**config.mk**
```make
export PLATFORM = sky130hd
export DESIGN_NAME = mmio_timer_responder
export DESIGN_NICKNAME = d
export VERILOG_FILES = /design/src/rtl/mmio_timer_responder.sv
export SDC_FILE = /design/constraint.sdc
export NUM_CORES = 1
export LEC_CHECK = 0
export CORE_UTILIZATION = 50
export CTS_CLUSTER_DIAMETER = 60
export DETAILED_ROUTE_END_ITERATION = 7
export PLACE_DENSITY_LB_ADDON = 0.1
export SETUP_SLACK_MARGIN = 0.02
export SLEW_MARGIN = 40
export SYNTH_ARGS = -nofsm -noshare
export SYNTH_HDL_FRONTEND = slang
export SYNTH_SLANG_ARGS = --single-unit
export TNS_END_PERCENT = 50
```
**constraint.sdc**
```tcl
create_clock -name clk_in -period 4.3 [get_ports clk_in]
set_clock_uncertainty 0.2 [all_clocks]
set_input_delay 0.86 -clock clk_in [delete_from_list [all_inputs] [get_ports clk_in]]
set_output_delay 0.86 -clock clk_in [all_outputs]
set_load 0.01 [all_outputs]
```
**src/rtl/mmio_timer_responder.sv**
```systemverilog
// -----------------------------------------------------------------------------
// mmio_timer_responder
//
// Memory-mapped countdown timer plus a 16-bit LED register. It sits on the CPU
// data port next to DMEM and uses the same load/store handshake. It decodes a
// 32-byte window at BASE. Loads are answered combinationally. Stores, the
// prescaler and the countdown all update on the rising edge of clk_in.
//
// Register map (word index = dm_addr[4:2]):
//   0 CTRL   : bit0 en, bit1 reload, bit2 ie
//   1 LOAD   : reload value; writing it also loads COUNT
//   2 COUNT  : current count, read-only
//   3 STATUS : bit0 expired, write-1-to-clear
//   4 LED    : bits [15:0]
//   5-7      : reserved, read 0, writes ignored
//
// Ports:
//   clk_in, reset           : rising-edge clock, async active-high reset
//   dm_ena, dm_r, dm_w      : access valid, read strobe, write strobe
//   sb/sh/sw_flag           : store size (one-hot with dm_w)
//   lb/lh/lbu/lhu/lw_flag   : load size and signedness (one-hot with dm_r)
//   dm_addr, dm_data_w      : raw byte address, store data (low-aligned)
//   hit                     : access falls inside this block's window
//   rd_data                 : extended load result, 0 when not reading here
//   irq                     : expired AND ie
//   led                     : LED register contents
// -----------------------------------------------------------------------------
module mmio_timer_responder #(
    parameter logic [31:0] BASE     = 32'h10010400,
    parameter int unsigned PRESCALE = 1
) (
    input  logic        clk_in,
    input  logic        reset,
    input  logic        dm_ena,
    input  logic        dm_r,
    input  logic        dm_w,
    input  logic        sb_flag,
    input  logic        sh_flag,
    input  logic        sw_flag,
    input  logic        lb_flag,
    input  logic        lh_flag,
    input  logic        lbu_flag,
    input  logic        lhu_flag,
    input  logic        lw_flag,
    input  logic [31:0] dm_addr,
    input  logic [31:0] dm_data_w,
    output logic        hit,
    output logic [31:0] rd_data,
    output logic        irq,
    output logic [15:0] led
);

    typedef enum logic [2:0] {
        REG_CTRL   = 3'd0,
        REG_LOAD   = 3'd1,
        REG_COUNT  = 3'd2,
        REG_STATUS = 3'd3,
        REG_LED    = 3'd4
    } reg_sel_e;

    localparam logic [15:0] PRESC_LAST = 16'(PRESCALE - 1);

    // Architectural state
    logic        ctrl_en;
    logic        ctrl_reload;
    logic        ctrl_ie;
    logic [31:0] load_q;
    logic [31:0] count_q;
    logic        expired_q;
    logic [15:0] led_q;
    logic [15:0] presc_q;

    // Decode
    logic [2:0]  reg_sel;
    logic        wr_en;
    logic        rd_en;

    assign hit     = dm_ena && (dm_addr[31:5] == BASE[31:5]);
    assign reg_sel = dm_addr[4:2];
    assign wr_en   = hit && dm_w;
    assign rd_en   = hit && dm_r;

    // Byte-lane steering: replicate the narrow store data into every lane so
    // the lane mask alone decides which bytes land in the target register.
    logic [3:0]  lane_mask;
    logic [31:0] lane_data;
    logic [31:0] bit_mask;

    // NOTE: every signal driven in always_comb gets a default first so no
    // path through the block leaves it unassigned (which would infer a latch).
    always_comb begin
        lane_mask = 4'b0000;
        lane_data = dm_data_w;
        if (sw_flag) begin
            lane_mask = 4'b1111;
        end else if (sh_flag) begin
            lane_mask = dm_addr[1] ? 4'b1100 : 4'b0011;
            lane_data = {2{dm_data_w[15:0]}};
        end else if (sb_flag) begin
            lane_mask = 4'b0001 << dm_addr[1:0];
            lane_data = {4{dm_data_w[7:0]}};
        end
    end

    assign bit_mask = {{8{lane_mask[3]}}, {8{lane_mask[2]}},
                       {8{lane_mask[1]}}, {8{lane_mask[0]}}};

    // A store with no size flag touches nothing, so a LOAD side effect can
    // never fire on an empty write.
    logic wr_any;
    logic wr_ctrl;
    logic wr_load;
    logic wr_led;
    logic status_clear;

    assign wr_any       = wr_en && (lane_mask != 4'b0000);
    assign wr_ctrl      = wr_any && (reg_sel == REG_CTRL);
    assign wr_load      = wr_any && (reg_sel == REG_LOAD);
    assign wr_led       = wr_any && (reg_sel == REG_LED);
    assign status_clear = wr_any && (reg_sel == REG_STATUS)
                          && lane_mask[0] && lane_data[0];

    // Merged values: bytes outside the lane mask keep their old contents.
    logic [2:0]  ctrl_next;
    logic [31:0] load_next;
    logic [15:0] led_next;

    assign ctrl_next = ({ctrl_ie, ctrl_reload, ctrl_en} & ~bit_mask[2:0])
                       | (lane_data[2:0] & bit_mask[2:0]);
    assign load_next = (load_q & ~bit_mask) | (lane_data & bit_mask);
    assign led_next  = (led_q & ~bit_mask[15:0]) | (lane_data[15:0] & bit_mask[15:0]);

    // Timer events
    logic tick;
    logic expire_now;

    assign tick       = ctrl_en && (presc_q == PRESC_LAST);
    assign expire_now = tick && (count_q == 32'd0);

    // NOTE: sequential state uses non-blocking assignments so every register
    // samples the pre-edge values of the others, independent of block order.
    always_ff @(posedge clk_in or posedge reset) begin
        if (reset) begin
            presc_q <= 16'd0;
        end else if (ctrl_en) begin
            presc_q <= (presc_q == PRESC_LAST) ? 16'd0 : presc_q + 16'd1;
        end else begin
            presc_q <= 16'd0;
        end
    end

    // A CPU write to CTRL takes priority over the one-shot auto-clear of en.
    always_ff @(posedge clk_in or posedge reset) begin
        if (reset) begin
            ctrl_en     <= 1'b0;
            ctrl_reload <= 1'b0;
            ctrl_ie     <= 1'b0;
        end else if (wr_ctrl) begin
            ctrl_en     <= ctrl_next[0];
            ctrl_reload <= ctrl_next[1];
            ctrl_ie     <= ctrl_next[2];
        end else if (expire_now && !ctrl_reload) begin
            ctrl_en <= 1'b0;
        end
    end

    always_ff @(posedge clk_in or posedge reset) begin
        if (reset) begin
            load_q <= 32'd0;
        end else if (wr_load) begin
            load_q <= load_next;
        end
    end

    // A write to LOAD overrides the tick update of COUNT on the same edge.
    always_ff @(posedge clk_in or posedge reset) begin
        if (reset) begin
            count_q <= 32'd0;
        end else if (wr_load) begin
            count_q <= load_next;
        end else if (tick) begin
            if (count_q != 32'd0) begin
                count_q <= count_q - 32'd1;
            end else if (ctrl_reload) begin
                count_q <= load_q;
            end
        end
    end

    // Setting by expiry wins over a write-1-to-clear on the same edge.
    always_ff @(posedge clk_in or posedge reset) begin
        if (reset) begin
            expired_q <= 1'b0;
        end else if (expire_now) begin
            expired_q <= 1'b1;
        end else if (status_clear) begin
            expired_q <= 1'b0;
        end
    end

    always_ff @(posedge clk_in or posedge reset) begin
        if (reset) begin
            led_q <= 16'd0;
        end else if (wr_led) begin
            led_q <= led_next;
        end
    end

    // Read path
    logic [31:0] reg_word;
    logic [15:0] rd_half;
    logic [7:0]  rd_byte;

    always_comb begin
        reg_word = 32'd0;
        case (reg_sel)
            REG_CTRL:   reg_word = {29'd0, ctrl_ie, ctrl_reload, ctrl_en};
            REG_LOAD:   reg_word = load_q;
            REG_COUNT:  reg_word = count_q;
            REG_STATUS: reg_word = {31'd0, expired_q};
            REG_LED:    reg_word = {16'd0, led_q};
            default:    reg_word = 32'd0;
        endcase
    end

    assign rd_half = dm_addr[1] ? reg_word[31:16] : reg_word[15:0];
    assign rd_byte = reg_word[{dm_addr[1:0], 3'b000} +: 8];

    always_comb begin
        rd_data = 32'd0;
        if (rd_en) begin
            if (lw_flag) begin
                rd_data = reg_word;
            end else if (lh_flag || lhu_flag) begin
                rd_data = {{16{lh_flag & rd_half[15]}}, rd_half};
            end else if (lb_flag || lbu_flag) begin
                rd_data = {{24{lb_flag & rd_byte[7]}}, rd_byte};
            end
        end
    end

    assign irq = expired_q && ctrl_ie;
    assign led = led_q;

endmodule

```
==> results of run 1 <==
## critical path, stage by stage
cell and delay [ps]:
dlygate4sd2_1 300, buf_4 180, nor3b_2 150, buf_4 190, buf_4 160, a22oi_1 380
mux2i_1 170, buf_4 160, a21oi_1 150, a21oi_1 80, clkdlybuf4s50_1 490
## cell type report
| cell class | count | area, sq um | area share |
|---|---|---|---|
| Multi-Input combinational cell | 675 | 4450 | 0.463 |
| Timing Repair Buffer | 219 | 2060 | 0.214 |
| Sequential cell | 100 | 2500 | 0.260 |
| Inverter | 19 | 73.8 | 0.00768 |
| Clock inverter | 6 | 76.3 | 0.00794 |
| Clock buffer | 9 | 225 | 0.0234 |
| Tap cell | 180 | 225 | 0.0234 |
## cell usage in the layout (no fill, tap or decap), types with 5 or more instances in the layout
cell	instances
o21ai_0	51
nand3_1	18
or3_1	12
nor2_1	72
o21bai_1	9
and3_1	9
dlygate4sd2_1	8
dlymetal6s2s_1	21
nand4_1	10
o31ai_1	5
dfrtp_1	100
xnor2_1	9
a211oi_1	15
nand2_1	87
clkbuf_16	9
a22oi_1	30
a2bb2oi_1	13
a21o_1	12
a22o_1	13
buf_4	87
o21ai_1	7
a221oi_1	10
mux2_2	23
nand3b_1	5
and2_1	5
o211ai_1	15
nor3_1	13
o22ai_1	5
nor4_1	16
a21oi_1	66
xor2_1	9
inv_1	18
nand2b_1	10
clkdlybuf4s50_1	97
mux2i_1	38
or2_2	8
## layer usage
layer,vias to the layer above,routed length (um),track usage
met1,3800,11400,0.503
li1,3547,-,-
met2,506,12100,0.577
met3,88,2790,0.0754
met4,0,1170,0.177
met5,-,0,0
## power by group through the flow
stage	sequential, mW	clock (mW)	combinational (mW)
CTS	0.939	0.871	0.295
floorplan	0.958	0	0.123
finish	0.939	0.869	0.304
detailed placement	0.958	0	0.290
global placement	0.958	0	0.287
global route	0.939	0.902	0.321
## through the flow
stage | setup WS [ps] | instance area (sq um) | power, mW | hold WS [ps] | util
floorplan | 436 | 7180 | 1.08 | 268 | -
global placement | -271 | 9130 | 1.25 | 297 | 0.655
detailed placement | -241 | 9130 | 1.25 | 310 | 0.655
CTS | 16.8 | 9490 | 2.11 | 320 | 0.681
global route | -101 | 9610 | 2.16 | 337 | 0.690
finish | -31.7 | 9610 | 2.11 | 321 | 0.690
## cell families (layout without fill, tap and decap cells)
logic type,count (synthesis),after routing,share of synthesized area
mux,63,63,0.0937
fa+ha+maj,4,4,0.00697
xor+xnor,18,18,0.0220
flops,100,100,0.348
buf+inv,78,253,0.0450
simple gates,294,294,0.205
compound gates,296,296,0.278
## path summary, 6_finish.rpt
kind | start | to | slack [ps] | depth (start not counted)
max reg2reg | count_q[10] | count_q[24] | 820 | 8
max in group asynchronous | reset | load_q[16] | 2440 | 3
min in group asynchronous | reset | asynchronous set/reset pin | 710 | 2
min | presc_q[0] | presc_q[0] | 320 | 1
min reg2reg | presc_q[0] | presc_q[0] | 320 | 1
max | dm_addr[2] | rd_data[12] | -30 | 11
## what timing repair did
item	CTS	global route
setup endpoints to repair	32	29
pin swaps	1	1
buffers inserted	2	2
cloned	1	0
resized for setup	19	34
hold buffers	0	0
==> reports/results.tsv, run 1 <==
metric	value	unit
finalNonFillerCells	1208	
critical_path_class	in2out	
min_period	4330	ps
track_usage	0.374	
p_per_area	220	nW/um^2
cp.arrival	3270	ps
maxCapViolCount	0	
routed_wl	27400	um
dp_cells	1188	
leakage	4.44	nW
synth.avg_cell_area	8.42	sq um
grt_pass1_wl	41800	um
vias_per_cell	6.57	
clockPowerShare	0.411	
synth-seq-cells	100	
grt_max_degree	59	
drive_gt1_frac	0.164	
power_frac_comb	0.144	
io_buffers	126	
syn-instance-count	853	
p_sw	0.573	mW
drt-wirelength-per-cell	22.7	um
netlist.area_leader.share	0.348	
die_w	122	um
cp_max_fo	7	
fp.dieH	122	um
synth_top_area_cell	dfrtp_1	
cp.required	3240	ps
htreeDepth	3	
rsz0062_at_grt	yes	
clkSinkCount	100	
synth-edff-count	0	
dp_hpwl	20400	um
diodes	0	
setup_violations	1	
switching_share	0.271	
yosysWarnings	0	
nFillCells	1167	
nets	1105	
antenna_left	0	
drt_drc_violations_left	0	
synth-main-ff-cell	dfrtp_1	
ys_seq_area_frac	0.348	
area_delta_synth_final	33.9	%
fp.coreArea	13900	sq um
slew_headroom	0.430	
firstDrtPassIters	5	
cts_tree	built	
vias	7941	
end_kind	output port	
synth_nets	934	
async_flop_share	1.00	
fin_tns_setup	-31.7	ps
clk_pin_slew	70	ps
gp_congestion	1.08	
drt_iter0_markers	773	
peakVddDrop	0.189	mV
yosysMostFrequentCell	dfrtp_1	
clk_path_buf_depth	2	
cts-root-buf	clkbuf_16	
maxSlewViolCount	0	
grt_antenna_before_repair	0	
p_int	1.54	mW
initial_core_util	0.515	
synth_commonest_cells	dfrtp_1, nand2_1, nor2_1, a21oi_1, o21ai_0	
hold_violations	0	
fin_crit_sh	1.01	
grt.overflow.total	0	
worst_slack	-31.7	ps
die_area	14800	sq um
violations	negative setup slack	
worstMarginPinSlew	848	ps
rows	43	
io_pins	127	
numCtsBuffers	9	
clock.fmax	231	MHz
syn_area	7180	sq um
hold_class	reg2reg	
synth_area_leaders	dfrtp_1, mux2i_1, a21oi_1, nand2_1, nor2_1	
ys_types	67	
status	finished, violations left	
clk_latency	360	ps
power_frac_seq	0.445	
grt_pass1_vias	7487	
startpoint_type	input port	
Note: power is estimated with default switching activity, not from simulation.
==> run 2, diff against run 1 <==
--- a/config.mk
+++ b/config.mk
@@ -5,6 +5,7 @@
 export SDC_FILE = /design/constraint.sdc
 export NUM_CORES = 1
 export LEC_CHECK = 0
+export CORE_MARGIN = 1.5
 export CORE_UTILIZATION = 50
 export CTS_CLUSTER_DIAMETER = 60
 export DETAILED_ROUTE_END_ITERATION = 7
==> reports/results.tsv, run 2 (synthesized netlist as in run 1, its figures left out) <==
metric	value	unit	change
dr.max_layer_used	met4		
track_usage	0.373		-0.00192
leakage	4.16	nW	-6.4%
antenna_left	0		unchanged
clk_path_buf_depth	2		unchanged
die_w	123	um	+0.82%
clockPowerShare	0.405		-0.006
p_sw	0.584	mW	+1.9%
grt_antenna_before_repair	0		unchanged
drt-wirelength-per-cell	22.7	um	about the same
power_frac_comb	0.146		+0.002
fin_crit_sh	0.972		-0.0355
r2r_slack	800	ps	-20 ps
switching_share	0.279		+0.00789
slowest_stage	clkdlybuf4s50_1		
clk_latency	370	ps	about the same
wl_met1	11200	um	-1.8%
cp_slowest_stage_delay	480	ps	about the same
numCtsBuffers	9		unchanged
clkSinkCount	100		unchanged
drt_drc_violations_left	0		unchanged
rows	43		unchanged
clock.fmax	239	MHz	+3.7%
grt_pass1_vias	7629		+1.9%
vias_per_cell	6.61		+0.56%
met3_length	2670	um	-4.3%
end_kind	output port		
critical_path_class	in2out		
io_buffers	126		unchanged
fin_util	0.685		-0.00458
cp.arrival	3120	ps	-150 ps
nets	1102		-0.27%
io_pins	127		unchanged
dr_wl_met2	12200	um	+1.2%
firstDrtPassIters	6		+1
min_period	4180	ps	-153 ps
peakVddDrop	0.178	mV	-5.7%
hold_class	reg2reg		
setup_violations	0		-1
mostFrequentLayoutCells	dfrtp_1, clkdlybuf4s50_1, nand2_1, buf_4, nor2_1		
status	finished clean		
worst_slack	121	ps	+153 ps
maxSlewViolCount	0		unchanged
rr_worst_depth	8		unchanged
gp_congestion	1.01		-6.0%
diodes	0		unchanged
fp.coreArea	13900	sq um	unchanged
dp_cells	1183		-0.42%
worstMarginPinSlew	809	ps	-39.4 ps
clk_pin_slew	70	ps	about the same
routed_wl	27400	um	-0.11%
fin_tns_setup	0	ps	+31.7 ps
cp_max_fo	12		+5
path_delay_family	buffers and inverters		
dp_hpwl	20500	um	+0.81%
path_depth	10		-1
grt_max_degree	66		+12%
slew_headroom	0.459		+0.0290
hold_depth	1		unchanged
grt.overflow.total	0		unchanged
cts_tree	built		
vias	7972		+0.39%
path_common_cell	buf_4		
power_frac_seq	0.449		+0.004
drive_gt1_frac	0.163		-0.00163
crit_chain	dlygate4sd2_1 > buf_4 > inv_1 > buf_4 > a22oi_1 > mux2i_1 > buf_4 > a21oi_1 > a21oi_1 > clkdlybuf4s50_1		
fp.dieH	123	um	+0.82%
grt_pass1_wl	42100	um	+0.71%
drt_iter0_markers	835		+8.0%
hold_buffers	0		unchanged
rsz0062_at_grt	no		
final_common_cell	dfrtp_1		
area_delta_synth_final	33.0	%	
place_ws	-292	ps	-50.9 ps
htreeDepth	3		unchanged
power.total	2.09	mW	-0.97%
crit_buf_inv	6		unchanged
startpoint_type	input port		
cp.required	3240	ps	about the same
cts-root-buf	clkbuf_16		
initial_core_util	0.515		unchanged
p_int	1.51	mW	-2.0%
hold_violations	0		unchanged
finalNonFillerCells	1206		-0.17%
die_area	15100	sq um	+1.6%
maxCapViolCount	0		unchanged
p_per_area	219	nW/um^2	-0.31%
==> run 2: repair_timing <==
item,CTS,global route
pin swaps,1,0
gates cloned,2,0
setup buffers,5,0
gates resized for setup,59,5
setup endpoints to repair,32,2
==> run 2: layout make-up <==
class | count | area [sq um]
multi-input cells | 675 | 4470
fillers | 1101 | 4390
flip-flops and latches | 100 | 2500
repair buffers | 216 | 1970
clock buffers | 10 | 239
well taps | 180 | 225
inverters | 19 | 76.3
clock inverters | 6 | 68.8
==> run 2: worst reg2reg max path, cell delays in order (launching register included) <==
cell and delay [ps]:
dfrtp_1 510, or4_4 630, or3_4 460, nor4_4 300, buf_4 240, a21o_1 430, buf_4 250, nor4_1 60
or3_1 310
==> run 2: path summary, 6_finish.rpt <==
path                              from          end
min in group asynchronous        reset   count_q[8]
setup reg to reg           count_q[10]  count_q[21]
hold / removal              presc_q[0]   presc_q[0]
max in group asynchronous        reset   presc_q[1]
hold reg to reg             presc_q[0]   presc_q[0]
setup / recovery            dm_addr[3]   rd_data[8]
==> run 2: through the flow <==
stage / hold WS, ps / instance area, sq um
CTS: 311 / 9540
detailed placement: 302 / 9100
floorplan: 268 / 7180
global placement: 292 / 9100
finish: 311 / 9550
global route: 332 / 9550
==> run 2: per-layer routing <==
| layer | vias up | track usage |
|---|---|---|
| met3 | 83 | 0.0711 |
| met5 | - | 0 |
| met4 | 0 | 0.193 |
| met2 | 530 | 0.590 |
| li1 | 3541 | - |
| met1 | 3818 | 0.484 |
==> run 2: power groups by stage <==
stage	combinational (mW)	clock (mW)	sequential, mW
2_1_floorplan	0.123	0	0.958
3_3_place_gp	0.287	0	0.958
3_5_place_dp	0.292	0	0.958
4_1_cts	0.300	0.856	0.939
5_1_grt	0.324	0.886	0.939
6_report	0.306	0.846	0.939
